`src/rtl/dsp_ctrl_pkg.sv`:
```
// Shared constants for the DSP48A1 MAC sequencer: OPMODE codes, default
// pipeline depths and the controller state encoding.
package dsp_ctrl_pkg;

    localparam int LEN_W_DEF   = 12;
    localparam int DSP_LAT_DEF = 3;
    localparam int OPM_DLY_DEF = 1;

    // X mux in bits [1:0], Z mux in bits [3:2]; pre-adder, carry and subtract stay off.
    localparam logic [7:0] OPM_ZERO  = 8'h00;
    localparam logic [7:0] OPM_FIRST = 8'h01;
    localparam logic [7:0] OPM_HOLD  = 8'h08;
    localparam logic [7:0] OPM_ACC   = 8'h09;

    typedef enum logic [1:0] {
        IDLE,
        RUN,
        DRAIN,
        OUT
    } seq_state_e;

endpackage

```
`src/rtl/dsp_opmode_pipe.sv`:
```
// Delay line that lines the OPMODE for a beat up with that beat's product,
// matching the slice's A/B register stage ahead of the M register.
module dsp_opmode_pipe
    import dsp_ctrl_pkg::*;
#(
    parameter int DEPTH = OPM_DLY_DEF
) (
    input  logic       clk_i,
    input  logic       rst_i,
    input  logic [7:0] opmode_i,
    output logic [7:0] opmode_o
);

    logic [7:0] stage_q [DEPTH];

    always_ff @(posedge clk_i) begin
        if (rst_i) begin
            for (int i = 0; i < DEPTH; i++) begin
                stage_q[i] <= OPM_ZERO;
            end
        end else begin
            stage_q[0] <= opmode_i;
            for (int i = 1; i < DEPTH; i++) begin
                stage_q[i] <= stage_q[i-1];
            end
        end
    end

    assign opmode_o = stage_q[DEPTH-1];

endmodule

```
`src/rtl/dsp_mac_sequencer.sv`:
```
// Streams LEN operand pairs into one DSP48A1 slice as an unsigned dot product
// and returns the accumulated P over a valid/ready result port.
module dsp_mac_sequencer
    import dsp_ctrl_pkg::*;
#(
    parameter int LEN_W   = LEN_W_DEF,
    parameter int DSP_LAT = DSP_LAT_DEF,
    parameter int OPM_DLY = OPM_DLY_DEF
) (
    input  logic             CLK,
    input  logic             RST,
    input  logic             start,
    input  logic [LEN_W-1:0] len,
    output logic             busy,
    input  logic             in_valid,
    output logic             in_ready,
    input  logic [17:0]      in_a,
    input  logic [17:0]      in_b,
    output logic             res_valid,
    input  logic             res_ready,
    output logic [47:0]      res_data,
    output logic [17:0]      dsp_A,
    output logic [17:0]      dsp_B,
    output logic [7:0]       dsp_OPMODE,
    output logic             dsp_CE,
    output logic             dsp_RST,
    input  logic [47:0]      dsp_P
);

    localparam int DRAIN_W = $clog2(DSP_LAT + 1);

    seq_state_e         state_q, state_d;
    logic [LEN_W-1:0]   len_q, len_d;
    logic [LEN_W-1:0]   cnt_q, cnt_d;
    logic [DRAIN_W-1:0] drain_q, drain_d;
    logic [47:0]        res_q, res_d;
    logic [17:0]        a_q, a_d;
    logic [17:0]        b_q, b_d;
    logic [7:0]         opm_q, opm_d;
    logic               fire;

    assign in_ready  = (state_q == RUN) && (cnt_q < len_q);
    assign fire      = in_valid && in_ready;
    assign busy      = (state_q != IDLE);
    assign res_valid = (state_q == OUT);
    assign res_data  = res_q;
    assign dsp_A     = a_q;
    assign dsp_B     = b_q;
    assign dsp_RST   = RST;
    assign dsp_CE    = !RST;

    always_ff @(posedge CLK) begin
        if (RST) begin
            state_q <= IDLE;
            len_q   <= '0;
            cnt_q   <= '0;
            drain_q <= '0;
            res_q   <= '0;
            a_q     <= '0;
            b_q     <= '0;
            opm_q   <= OPM_ZERO;
        end else begin
            state_q <= state_d;
            len_q   <= len_d;
            cnt_q   <= cnt_d;
            drain_q <= drain_d;
            res_q   <= res_d;
            a_q     <= a_d;
            b_q     <= b_d;
            opm_q   <= opm_d;
        end
    end

    // Bubbles issue zero operands; HOLD once the accumulator has been seeded so P is kept.
    always_comb begin
        state_d = state_q;
        len_d   = len_q;
        cnt_d   = cnt_q;
        drain_d = drain_q;
        res_d   = res_q;
        a_d     = '0;
        b_d     = '0;
        opm_d   = OPM_ZERO;
        case (state_q)
            IDLE: begin
                if (start) begin
                    len_d = len;
                    cnt_d = '0;
                    if (len == '0) begin
                        res_d   = '0;
                        state_d = OUT;
                    end else begin
                        state_d = RUN;
                    end
                end
            end
            RUN: begin
                if (fire) begin
                    a_d   = in_a;
                    b_d   = in_b;
                    opm_d = (cnt_q == '0) ? OPM_FIRST : OPM_ACC;
                    cnt_d = cnt_q + LEN_W'(1);
                    if (cnt_q == len_q - LEN_W'(1)) begin
                        drain_d = '0;
                        state_d = DRAIN;
                    end
                end else begin
                    opm_d = (cnt_q == '0) ? OPM_ZERO : OPM_HOLD;
                end
            end
            DRAIN: begin
                opm_d = OPM_HOLD;
                if (drain_q == DRAIN_W'(DSP_LAT)) begin
                    res_d   = dsp_P;
                    state_d = OUT;
                end else begin
                    drain_d = drain_q + DRAIN_W'(1);
                end
            end
            OUT: begin
                if (res_ready) begin
                    state_d = IDLE;
                end
            end
            default: state_d = IDLE;
        endcase
    end

    dsp_opmode_pipe #(
        .DEPTH(OPM_DLY)
    ) u_opmode_pipe (
        .clk_i   (CLK),
        .rst_i   (RST),
        .opmode_i(opm_q),
        .opmode_o(dsp_OPMODE)
    );

endmodule
```
`config.mk`:
```
export PLATFORM = sky130hd
export DESIGN_NAME = dsp_mac_sequencer
export DESIGN_NICKNAME = d
export VERILOG_FILES = /design/src/rtl/dsp_ctrl_pkg.sv /design/src/rtl/dsp_opmode_pipe.sv /design/src/rtl/dsp_mac_sequencer.sv
export SDC_FILE = /design/constraint.sdc
export NUM_CORES = 1
export LEC_CHECK = 0
export CORE_UTILIZATION = 47
export CTS_CLUSTER_DIAMETER = 80
export DETAILED_ROUTE_END_ITERATION = 16
export PLACE_DENSITY = 0.86
export SLEW_MARGIN = 20
export SYNTH_ARGS = -nofsm -noshare
export SYNTH_HDL_FRONTEND = slang
export SYNTH_SLANG_ARGS = --single-unit
```
`constraint.sdc`:
```
create_clock -name CLK -period 3.85 [get_ports CLK]
set_input_delay 0.385 -clock CLK [delete_from_list [all_inputs] [get_ports CLK]]
set_output_delay 0.385 -clock CLK [all_outputs]
set_load 0.03 [all_outputs]
```
Word level (Yosys, flattened, before mapping)
Memories as Yosys holds them, arrays and structs flattened.
Cells that the tools add are included.
{"block": "totals", "elab_cells": 71, "ram_bits": 8, "output_inout_bits": 97, "memories": 1, "input_bits": 101, "register_bits": 120}
{"memory": "u_opmode_pipe.stage_q", "depth": 1, "word_bits": 8, "rd": 1, "rd_ports_with_merged_regs": 0, "wr": 1, "line": "dsp_opmode_pipe.sv:14", "text": "logic [7:0] stage_q [DEPTH];"}
{"block": "classes", "n_reduce_logical": 17, "bitwise": 2, "muxes": 27, "n_lt_le_gt_ge": 1, "addsub": 3, "n_eq_ne": 12}
{"operator": "48-bit 2-to-1 mux", "count": 3}
{"operator": "48-bit one-hot mux with 2 select lines", "count": 1}
{"operator": "12-bit logical NOT", "count": 2}
{"operator": "12-bit 2-to-1 mux", "count": 2}
{"operator": "12-bit one-hot mux with 2 select lines", "count": 1}
{"operator": "2-bit 2-to-1 mux", "count": 9}
{"operator": "12-bit by 1-bit adder with 12-bit output, second input constant", "count": 1}
{"operator": "12-bit == test", "count": 1}
{"operator": "12-bit less-than comparator", "count": 1}
{"operator": "4-bit 2-to-1 mux", "count": 3}
{"operator": "12-bit by 1-bit subtractor with 12-bit output, second input constant", "count": 1}
{"operator": "2-bit inequality test, second input constant", "count": 5}
{"operator": "8-bit 2-to-1 mux", "count": 1}
{"operator": "2-bit one-hot mux with 4 select lines", "count": 1}
{"operator": "4-bit one-hot mux with 2 select lines", "count": 1}
{"operator": "4-bit AND reduction", "count": 2}
{"operator": "2-bit nonzero test", "count": 4}
{"operator": "8-bit OR reduction", "count": 1}
{"operator": "2-bit == test, second input constant", "count": 3}
{"operator": "5-bit AND reduction", "count": 1}
{"operator": "1-bit 2-to-1 mux", "count": 4}
{"operator": "2-bit by 1-bit inequality test with 1-bit output, second input constant", "count": 2}
{"operator": "2-bit one-hot mux with 2 select lines", "count": 1}
{"operator": "3-bit AND reduction", "count": 1}
{"operator": "other kinds (8)", "count": 10}

Depth between registers and ports, before layout
{"block": "depth", "depth_word": 5, "mapped_depth": 11, "ltp_nobuf": 9}

Modules after synthesis
Synthesis repeated with hierarchy kept, for this count alone.
{"block": "hier_totals", "cells_unflattened": 595, "area_unflattened_um2": 5129.9}
{"mod": "dsp_mac_sequencer", "area_per_inst_um2": 4919.7, "cells_per_inst": 579, "instances": 1, "seq_area_each_um2": 2282.2}
{"mod": "dsp_opmode_pipe", "area_per_inst_um2": 210.2, "cells_per_inst": 16, "instances": 1, "seq_area_each_um2": 160.2}

Least setup slack after synthesis
OpenSTA, ideal clock, no wires.
{"block": "synth_path", "path_kind": "flip-flop to flip-flop", "start": "reg len_q[9]", "end": "reg cnt_q[11]", "t_required_ns": 3.773, "path_slack_ns": 1.224, "setup_ns": 0.077, "stages_incl_launch_ff": 11, "n_path_buf": 1, "arrival_ns": 2.549, "period_less_slack_ns": 2.626, "path_cell_list": "dfxtp_1 > inv_1 > ha_1 > a21o_1 > a21oi_1 > o21a_1 > a32oi_1 > or3_1 > clkbuf_1 > or4_1 > a21oi_1"}
{"block": "synth_between", "elab_chain_cells": 5}
{"item": "from (decl)", "line": "dsp_mac_sequencer.sv:33", "text": "logic [LEN_W-1:0] len_q, len_d;"}
{"item": "from (signal assigned)", "line": "dsp_mac_sequencer.sv:64", "text": "len_q <= len_d;"}
{"item": "12-bit less-than comparator", "line": "dsp_mac_sequencer.sv:42", "text": "assign in_ready = (state_q == RUN) && (cnt_q < len_q);"}
{"item": "1-bit logical AND", "line": "dsp_mac_sequencer.sv:42"}
{"item": "1-bit logical AND", "line": "dsp_mac_sequencer.sv:43", "text": "assign fire = in_valid && in_ready;"}
{"item": "2-bit inequality test (no source line)"}
{"item": "3-bit AND reduction (no source line)"}
{"item": "to (signal assigned)", "line": "dsp_mac_sequencer.sv:65", "text": "cnt_q <= cnt_d;"}
{"item": "to (decl)", "line": "dsp_mac_sequencer.sv:34", "text": "logic [LEN_W-1:0] cnt_q, cnt_d;"}
Every way passes these cells.
A chain may end at the register's enable or synchronous reset.

Final worst setup path
{"block": "layout_path", "start": "reg len_q[1]", "end": "out in_ready"}
{"block": "layout_between", "elab_chain_cells": 2}
{"item": "12-bit less-than comparator", "line": "dsp_mac_sequencer.sv:42"}
{"item": "1-bit logical AND", "line": "dsp_mac_sequencer.sv:42"}
{"item": "to (decl)", "line": "dsp_mac_sequencer.sv:16", "text": "output logic in_ready,"}
Every way passes these cells.

==> results.cfg <==
[setup_path]
crit_type = reg2out
reg2reg_depth = 9
r2r_end = cnt_q[11]
cp-start-kind = register
critPathTopFamily = buffers and inverters
cp.required_ns = 3.46
max_stage_delay_ns = 0.78
path_cells = inv_1 -> ha_1 -> nor2b_1 -> o211ai_1 -> a2111o_1 -> nand2_1 -> nor4_1 -> clkdlybuf4s50_1
arrival_ns = 2.96
crit_fanout = 6
rrSetupSlack_ns = 0.93
end_kind = output pin
reg2reg_from = len_q[9]
critPathBufInv = 2
critical_path.slowest_cell = clkdlybuf4s50_1

[grt]
grt_pass1_vias = 4835
antenna_found_initial = 0
grt_pass1_wl_um = 23100
grt_usage_pct = 26.1
grt_start_max_net_pins = 67
overflow = 0

[route]
wl_per_cell_um = 15.6
drt_first_pass_iters = 6
drc = 0
vias_per_cell = 5.43
drtIter0Drc = 367
antenna_left = 0
vias = 4967
wl_um = 14200

[floorplanning]
die_y_um = 105
die_w_um = 105
start_util_pct = 48.6
core-area_um2 = 10300
dieArea_um2 = 11100
io_pins = 198
fp-row-count = 37

[synth]
synth.cell_area_um2 = 5020
seq_area_frac_synth_pct = 46.3
synthCells = 596
synth-seq-cells = 116
yosysWarnings = 0
synth_ff_type = dfxtp_1
synth_edf_count = 0
async_reset_ff_share_pct = 0
synth_cell_types = 55
syn_area_per_cell_um2 = 8.42

[timing]
period_minus_slack_ns = 3.35
fmax_mhz = 299
timing.setup.tns_ns = 0
finalHoldViolations = 0
slew_viol_final = 0
whs_ns = 0.450
finalSetupViolCount = 0
worstMarginPinSlew_ns = 1.12
relSlewSlack_pct = 24.7
skew_ns = 0.0106
rsz0062_at_grt = false
finalCritPeriodShare_pct = 87.0

[min_path]
worstHoldPathType = reg2reg
min_to = res_data[41]
holdPathStages = 2
hp-start = res_data[41]

[final_layout]
drive_gt1_share_pct = 6.56
syn2layout_area_growth_pct = 49.6
fin_nets = 887
fin_util_pct = 72.7
antenna_cells = 0
n_fill_cell = 740

[placed_design]
hpwl_um = 9790
gp_congestion = 0.896
portBuffers = 191

[clocking]
cts_max_level = 4
cts_tree = done
cts_buffers = 17
root_buffer = clkbuf_8
post_cts_buffers = 0
ctsHoldBuffers = 0
cts_resized = 0
clock_latency_ns = 0.51
cts_max_path_buffers = 2
clock_sinks = 116
clkTransAtPathRegs_ns = 0.06

[power_and_ir_drop]
powerDensity_nw_per_um2 = 561
ir_drop_mv = 0.356
cellLeakagePower_nw = 2.87

[run_status]
status = complete, no violations

[job]
maxCapViolCount = 0
-- metrics by stage --
step / instance area (um^2) / setup slack (ns) / total power (W) / std cells
after floorplan: 5030 / 1.22 / 0.00227 / 601
after global routing: 7500 / 0.300 / 0.00441 / 914
after detailed placement: 6940 / 0.973 / 0.00273 / 882
after global placement: 6940 / 1.09 / 0.00269 / 882
final: 7500 / 0.502 / 0.00421 / 914
after CTS: 7500 / 0.508 / 0.00421 / 914
-- Yosys cell counts, types with 3 or more instances --
cell type	number	area share (%)
nor3_1	8	0.80
ha_1	21	5.2
or3_1	7	0.87
o21ai_0	14	1.4
clkbuf_1	39	2.9
nor2b_1	5	0.62
xnor2_1	10	1.7
o211ai_1	4	0.60
nor4_1	7	0.87
nand4_1	7	0.87
buf_4	7	1.0
nor3b_1	3	0.45
o31ai_1	3	0.45
nor2_1	18	1.3
xor2_1	4	0.70
a21oi_1	76	7.6
nand3_1	54	5.4
inv_1	23	1.7
and3_1	42	5.2
dfxtp_1	116	46
and2_1	3	0.37
nand2_1	84	6.3
-- cell type report --
cell class              instances  area (um^2)  area share [%]
repair buffers                196         1940            25.9
flip-flops and latches        116         2320            31.0
inverters                      23         86.3            1.15
clock inverters                13          124            1.65
multi-input cells             411         2410            32.2
well taps                     136          170            2.27
clock buffers                  19          442            5.89
-- worst max-delay path by stage --
| stage | start | to | slack, ns | cells past startpoint |
|---|---|---|---|---|
| finish | len_q[1] | in_ready | 0.50 | 8 |
| global route | len_q[3] | in_ready | 0.30 | 7 |
| CTS | len_q[1] | in_ready | 0.51 | 8 |
| detailed placement | len_q[9] | cnt_q[11] | 0.97 | 9 |
| global placement | len_q[1] | in_ready | 1.09 | 8 |
| floorplan | len_q[9] | cnt_q[11] | 1.22 | 10 |
-- metal layers --
layer / up-vias / routed length (um) / global-route usage, %
met3: 36 / 1100 / 8.91
met5: - / 0 / 0
li1: 2398 / - / -
met1: 2321 / 5610 / 30.2
met4: 0 / 437 / 11.9
met2: 212 / 7080 / 43.4
-- registers in the layout, summed over array words and instances (netlist names) --
name / flops
opm_q: 2
drain_q: 2
res_data: 48
dsp_B: 18
cnt_q: 12
state_q: 2
dsp_A: 18
u_opmode_pipe.stage_q: 2
len_q: 12
-- where the power goes --
| part | internal [W] | switching, W | leakage (nW) | total [W] |
|---|---|---|---|---|
| clock | 0.000896 | 0.000583 | 0.260 | 0.00148 |
| sequential | 0.00131 | 0.0000816 | 0.938 | 0.00139 |
| combinational | 0.000502 | 0.000836 | 1.67 | 0.00134 |
-- tightest hold or removal path, stage by stage, from the launching register on --
cell	delay (ns)
dfxtp_1	0.31
nand2_1	0.05
a21oi_1	0.05
-- cell families after synthesis --
group / after synthesis / synth area share, %
other: 1 / 0.0748
multiplexers: 2 / 0.424
XOR/XNOR: 14 / 2.44
buffers and inverters: 74 / 6.26
AND/OR/NAND/NOR: 253 / 25.9
adder cells (fa/ha/maj): 21 / 5.24
flip-flops: 116 / 46.3
AO/OA/AOI/OAI: 115 / 13.4
-- cell usage in the layout, fill, tap and decap left out, types with 2 or more instances in the layout --
cell type          n
inv_1             23
buf_4              5
o21ai_0           14
and3_1            42
nor2_1            18
nor3_1             8
a21oi_1           76
xnor2_1           10
xor2_1             4
nor4b_1            2
clkbuf_16         16
nor2b_1            5
a211o_1            2
nor4_1             7
clkinvlp_4         6
ha_1              20
nand2_1           84
clkbuf_8           3
or4_1              2
or3_1              7
dfxtp_1          116
nand4_1            7
conb_1             6
and2_1             3
nand2b_1           2
o211ai_1           4
clkdlybuf4s50_1  190
o31ai_1            3
o31a_1             2
inv_6              4
nor4_2             2
nor3b_1            3
nand3_1           54
Power figures use the tool's default switching activity.
